### config.mk
export PLATFORM = sky130hd
export DESIGN_NAME = stage_5
export DESIGN_NICKNAME = d
export VERILOG_FILES = /design/src/rtl/stage_5.sv
export SDC_FILE = /design/constraint.sdc
export NUM_CORES = 2
export LEC_CHECK = 0
export CAP_MARGIN = 40
export CORE_ASPECT_RATIO = 2
export CORE_UTILIZATION = 58
export CTS_CLUSTER_DIAMETER = 200
export DETAILED_ROUTE_END_ITERATION = 8
export GPL_TIMING_DRIVEN = 0
export PLACE_DENSITY = 0.76
export SKIP_CTS_REPAIR_TIMING = 1
export SYNTH_ARGS = -nofsm -noshare
export SYNTH_HDL_FRONTEND = slang
export SYNTH_SLANG_ARGS = --single-unit
### constraint.sdc
create_clock -name clk -period 2.95 [get_ports clk]
set_input_delay 0.4425 -clock clk [delete_from_list [all_inputs] [get_ports clk]]
set_output_delay 0.4425 -clock clk [all_outputs]
set_load 0.01 [all_outputs]
### src/rtl/stage_5.sv
// ---------------------------------------------------------------------------
// stage_5 -- write-back stage of the pipeline.
//
// Holds the MEM/WB pipeline register, owns the 32 x 32 architectural register
// file, commits retiring instructions into it, and counts committed
// instructions. Register reads for stage_2 see a write-through bypass of
// the pending MEM/WB write. The pending write is also exported for stage_3
// forwarding.
//
// Ports
//   clk, rst_n               pipeline clock, asynchronous active-low reset
//   i_valid                  a retiring instruction is on the stage_4 outputs
//   i_mem_out, i_alu_out     load data / ALU result from stage_4
//   i_rd_num                 destination register number
//   i_op_type                1 = write back i_mem_out, 0 = write back i_alu_out
//   i_stall                  hold MEM/WB, no commit on this edge
//   i_flush                  capture a bubble instead of the incoming instr
//   i_rs_1_num, i_rs_2_num   stage_2 register read addresses
//   rs_1, rs_2               register read data (with bypass)
//   fwd_valid, fwd_rd_num,
//   fwd_val                  pending register write for stage_3 forwarding
//   instret                  64-bit committed instruction count (wraps)
// ---------------------------------------------------------------------------
module stage_5 (
    input  logic        clk,
    input  logic        rst_n,
    input  logic        i_valid,
    input  logic [31:0] i_mem_out,
    input  logic [31:0] i_alu_out,
    input  logic [4:0]  i_rd_num,
    input  logic        i_op_type,
    input  logic        i_stall,
    input  logic        i_flush,
    input  logic [4:0]  i_rs_1_num,
    input  logic [4:0]  i_rs_2_num,
    output logic [31:0] rs_1,
    output logic [31:0] rs_2,
    output logic        fwd_valid,
    output logic [4:0]  fwd_rd_num,
    output logic [31:0] fwd_val,
    output logic [63:0] instret
);

    logic        wb_valid;
    logic [4:0]  wb_rd;
    logic [31:0] wb_val;
    logic [31:0] regfile [32];
    logic [63:0] instret_q;
    logic        commit;

    // An instruction leaves MEM/WB on any unstalled edge while it is valid.
    assign commit = wb_valid & ~i_stall;

    // MEM/WB register. The write-back source is selected at capture so the
    // register holds the final value. rd and value load even for bubbles;
    // only wb_valid decides whether anything is committed.
    always_ff @(posedge clk or negedge rst_n) begin
        if (!rst_n) begin
            wb_valid <= 1'b0;
            wb_rd    <= 5'd0;
            wb_val   <= 32'd0;
        end else if (!i_stall) begin
            wb_valid <= i_valid & ~i_flush;
            wb_rd    <= i_rd_num;
            wb_val   <= i_op_type ? i_mem_out : i_alu_out;
        end
    end

    // Register file. Writes to x0 are dropped so entry 0 stays zero, although
    // reads of x0 are forced to zero independently below.
    always_ff @(posedge clk or negedge rst_n) begin
        if (!rst_n) begin
            for (int i = 0; i < 32; i++) begin
                regfile[i] <= 32'd0;
            end
        end else if (commit && (wb_rd != 5'd0)) begin
            regfile[wb_rd] <= wb_val;
        end
    end

    // Retired-instruction counter. A commit to x0 still counts as retired.
    always_ff @(posedge clk or negedge rst_n) begin
        if (!rst_n) begin
            instret_q <= 64'd0;
        end else if (commit) begin
            instret_q <= instret_q + 64'd1;
        end
    end

    // Read port 1: x0 is hard zero, then the pending write wins over the
    // register file so a reader never sees a stale value.
    always_comb begin
        rs_1 = 32'd0;
        if (i_rs_1_num != 5'd0) begin
            if (wb_valid && (wb_rd == i_rs_1_num)) begin
                rs_1 = wb_val;
            end else begin
                rs_1 = regfile[i_rs_1_num];
            end
        end
    end

    // Read port 2: same priority as read port 1.
    always_comb begin
        rs_2 = 32'd0;
        if (i_rs_2_num != 5'd0) begin
            if (wb_valid && (wb_rd == i_rs_2_num)) begin
                rs_2 = wb_val;
            end else begin
                rs_2 = regfile[i_rs_2_num];
            end
        end
    end

    // A pending write to x0 has no architectural effect, so it is not
    // advertised for forwarding.
    assign fwd_valid  = wb_valid & (wb_rd != 5'd0);
    assign fwd_rd_num = wb_rd;
    assign fwd_val    = wb_val;
    assign instret    = instret_q;

endmodule

==> flow_summary_export.csv <==
group,metric,value,unit
detailed_routing,detail_route.wl_per_cell,45.1,um
sta,slew_violations,0,
floorplan,core,0.102,mm^2
synth,ys_ff_latch,1126,
sta,clock_skew,38.0,ps
worst_setup_path,worstReg2RegEnd,"regfile[667]$_DFFE_PN0P_",
detailed_routing,dr.first_iter.drc_count,6505,
global_routing,grt_max_degree,170,
synth,synth_top_area_cell,"dfrtp_1",
clock_network,clk_pin_slew_worst_paths,70,ps
floorplan,rows,166,
floorplan,start_util,0.585,
layout,fillers,6761,
layout,final_util,0.713,
synth,synth_edf_count,0,
sta,rsz0062_at_grt,"true",
placed_design,dp_slack,-2650,ps
worst_setup_path,reg2reg_from,"wb_valid$_DFFE_PN0N_",
worst_setup_path,cpMostUsedCell,"buf_12",
synth,synth_top_cell_area_share,0.471,
worst_setup_path,worst-path-max-fanout,10,
global_routing,grt_pass1_wl,366000,um
placed_design,place_hpwl,191000,um
synth,synthCells,4010,
power,p_leak,33.9,nW
detailed_routing,vias_per_cell,7.69,
layout,area_delta_synth_final,22.0,%
min_path,hold_path_end,"fwd_rd_num[2]$_DFFE_PN0N_",
detailed_routing,route.vias.total,46600,
clock_network,numCtsBuffers,103,
worst_setup_path,end_kind,"output port",
placed_design,place_area,0.0659,mm^2
sta,worst_slack,-588,ps
layout,layout-drive-gt1-share,0.492,
synth,yosysSeqAreaShare,0.471,
synth,synthArstFlopShare,1.00,
floorplan,die-area,0.105,mm^2
min_path,worstHoldPathCells,2,
synth,avgSynthCellArea,14.9,um^2
clock_network,cts.htree.levels,3,
sta,setup_tns,-69950,ps
synth,syn-cell-area,0.0599,mm^2
sta,clock.fmax,283,MHz
layout,regArea,0.0282,mm^2
global_routing,first_global_vias,46200,
worst_setup_path,rr_worst_depth,7,
power,power.density,570,mW/mm^2
status,violations,"setup timing",
floorplan,die_w,229,um
layout,multi_input_area,0.0304,mm^2
global_routing,grt_overflow,0,
power,vdd_drop_max,782,uV
detailed_routing,drc,0,
status,status,"finished, violations left",
layout,stdcell_count,6056,
power,pwr-share-seq,0.440,
worst_setup_path,rrSetupSlack,-350,ps
detailed_routing,first_pass_iters,8,
sta,hold_viol,0,
sta,setup_viol,384,
power,p_int,29.5,mW
worst_setup_path,worstPathArrival,3100,ps
floorplan,top_level_ports,251,
synth,yosys_warnings,0,
worst_setup_path,critical_path.cell_chain,"buf_4 -> buf_12 -> buf_12 -> buf_16 -> mux4_2 -> nand3b_1 -> a32oi_1 -> o22ai_1 -> dlymetal6s2s_1",
min_path,min_from,"i_rd_num[2]",
clock_network,insertion_delay,780,ps
run,max_cap_violations,0,
worst_setup_path,path_class,"in2out",
floorplan,die_h,456,um
global_routing,antenna_found_initial,16,
global_routing,grtUsageTotal,0.519,
clock_network,root_buffer,"clkbuf_16",
placed_design,dpl.cell_count,5731,
placed_design,numPortBuffers,243,
power,p_sw,12.1,mW
worst_setup_path,worst-endpoint-required,2510,ps
worst_setup_path,cpMaxStageDelayCell,"mux4_2",
power,p_total,41.6,mW
clock_network,cts_sinks,1126,
clock_network,cts_tree,"built",
sta,period_minus_slack,3540,ps
placed_design,gp_congestion,1.05,
clock_network,cts_max_path_buffers,3,
worst_setup_path,cp_slowest_stage_delay,530,ps
worst_setup_path,cp-start-kind,"input port",
layout,num-nets-final,4705,
min_path,hp-class,"in2reg",
layout,fin_area,0.0730,mm^2
synth,ys_types,61,
detailed_routing,wl,273000,um
sta,hold-worst-slack,267,ps
sta,period_share,1.20,
synth,synthTopCellsByArea,"dfrtp_1 47%, mux4_2 20%, mux2_2 17%",
synth,syn-num-nets,4096,
sta,slew_headroom,0.295,
power,comb_power_share,0.195,
power,swShare,0.291,
sta,tightest_slew,1060,ps
detailed_routing,ant_nets,0,
synth,synth_ff_type,"dfrtp_1",
power,clock_power_share,0.365,
==> area by class of cell <==
| type | instances | share of cell area |
|---|---|---|
| sequential | 1126 | 0.386 |
| clock buffer | 145 | 0.0420 |
| buffer | 433 | 0.0452 |
| tap | 1344 | 0.0230 |
| antenna | 10 | 0.000343 |
| timing repair buffer | 508 | 0.0767 |
| inverter | 17 | 0.00103 |
| multi-input combinational | 2430 | 0.417 |
| clock inverter | 43 | 0.00910 |
==> worst max-delay path: cells and delay by family <==
| kind | cells | cell delay, ps |
|---|---|---|
| buffers and inverters | 5 | 1210 |
| muxes | 1 | 530 |
| AOI/OAI and AO/OA | 2 | 430 |
| and+or+nand+nor | 1 | 390 |
==> flip-flops by register name, summed over array words and instances, names as in the netlist <==
signal and count:
wb_valid 1, regfile 1024, fwd_rd_num 5, instret 64, fwd_val 32
==> power groups by stage <==
stage / Combinational, mW / Clock [mW] / Sequential [mW]
3_3_place_gp: 6.76 / 0 / 18.4
2_1_floorplan: 4.26 / 0 / 18.0
5_1_grt: 8.24 / 15.6 / 18.4
6_report: 8.12 / 15.2 / 18.3
3_5_place_dp: 7.17 / 0 / 18.5
4_1_cts: 7.21 / 15.0 / 18.2
==> per-layer routing <==
layer / track usage / up-vias / wire length (um)
met5: 0 / - / 291
li1: - / 16600 / -
met3: 0.204 / 1832 / 35300
met2: 0.762 / 4360 / 120000
met1: 0.537 / 23800 / 78000
met4: 0.570 / 14 / 40100
==> Yosys cell counts, drive strengths merged, types with 2 or more instances <==
cell,count
a211o,6
a211oi,6
a21oi,16
a221o,20
a221oi,28
a22oi,11
a32oi,6
and2,6
and3,11
and4,5
buf,201
clkbuf,236
dfrtp,1126
inv,16
mux2,1006
mux2i,231
mux4,531
nand2,73
nand2b,8
nand3,34
nand3b,6
nand4,18
nor2,82
nor2b,26
nor3,60
nor3b,5
nor4,16
nor4b,2
o211ai,6
o21a,5
o21ai,77
o21bai,2
o22ai,30
o32ai,3
or2,6
or4,4
xnor2,37
xor2,36
==> worst max-delay path by stage <==
stage	start	end	slack (ps)	cells past startpoint
2_1_floorplan	i_rs_1_num[0]	rs_1[31]	190	6
3_3_place_gp	rst_n	regfile[386]$_DFFE_PN0P_	-50030	1
3_5_place_dp	i_rs_2_num[1]	rs_2[15]	-2650	11
4_1_cts	i_rs_2_num[1]	rs_2[15]	-2650	11
5_1_grt	fwd_rd_num[2]$_DFFE_PN0N_	rs_1[15]	-570	11
6_report	i_rs_1_num[0]	rs_1[28]	-590	9
==> cells by family after synthesis <==
group                    share of synthesized area
buffers and inverters                       0.0346
AND/OR/NAND/NOR                             0.0310
XOR/XNOR                                    0.0107
multiplexers                                 0.428
flip-flops                                   0.471
AO/OA/AOI/OAI                               0.0253
adder cells (fa/ha/maj)                   0.000209
==> placed cells by master (no fill, tap or decap), types with 78 or more instances in the layout <==
master           instances
buf_4                  119
buf_6                  103
buf_8                   79
clkbuf_1               185
clkbuf_16              114
clkdlybuf4s50_1        175
dfrtp_1               1120
mux2_1                  78
mux2_2                 928
mux2i_1                216
mux4_2                 531
Note: power is estimated with default switching activity, not from simulation.
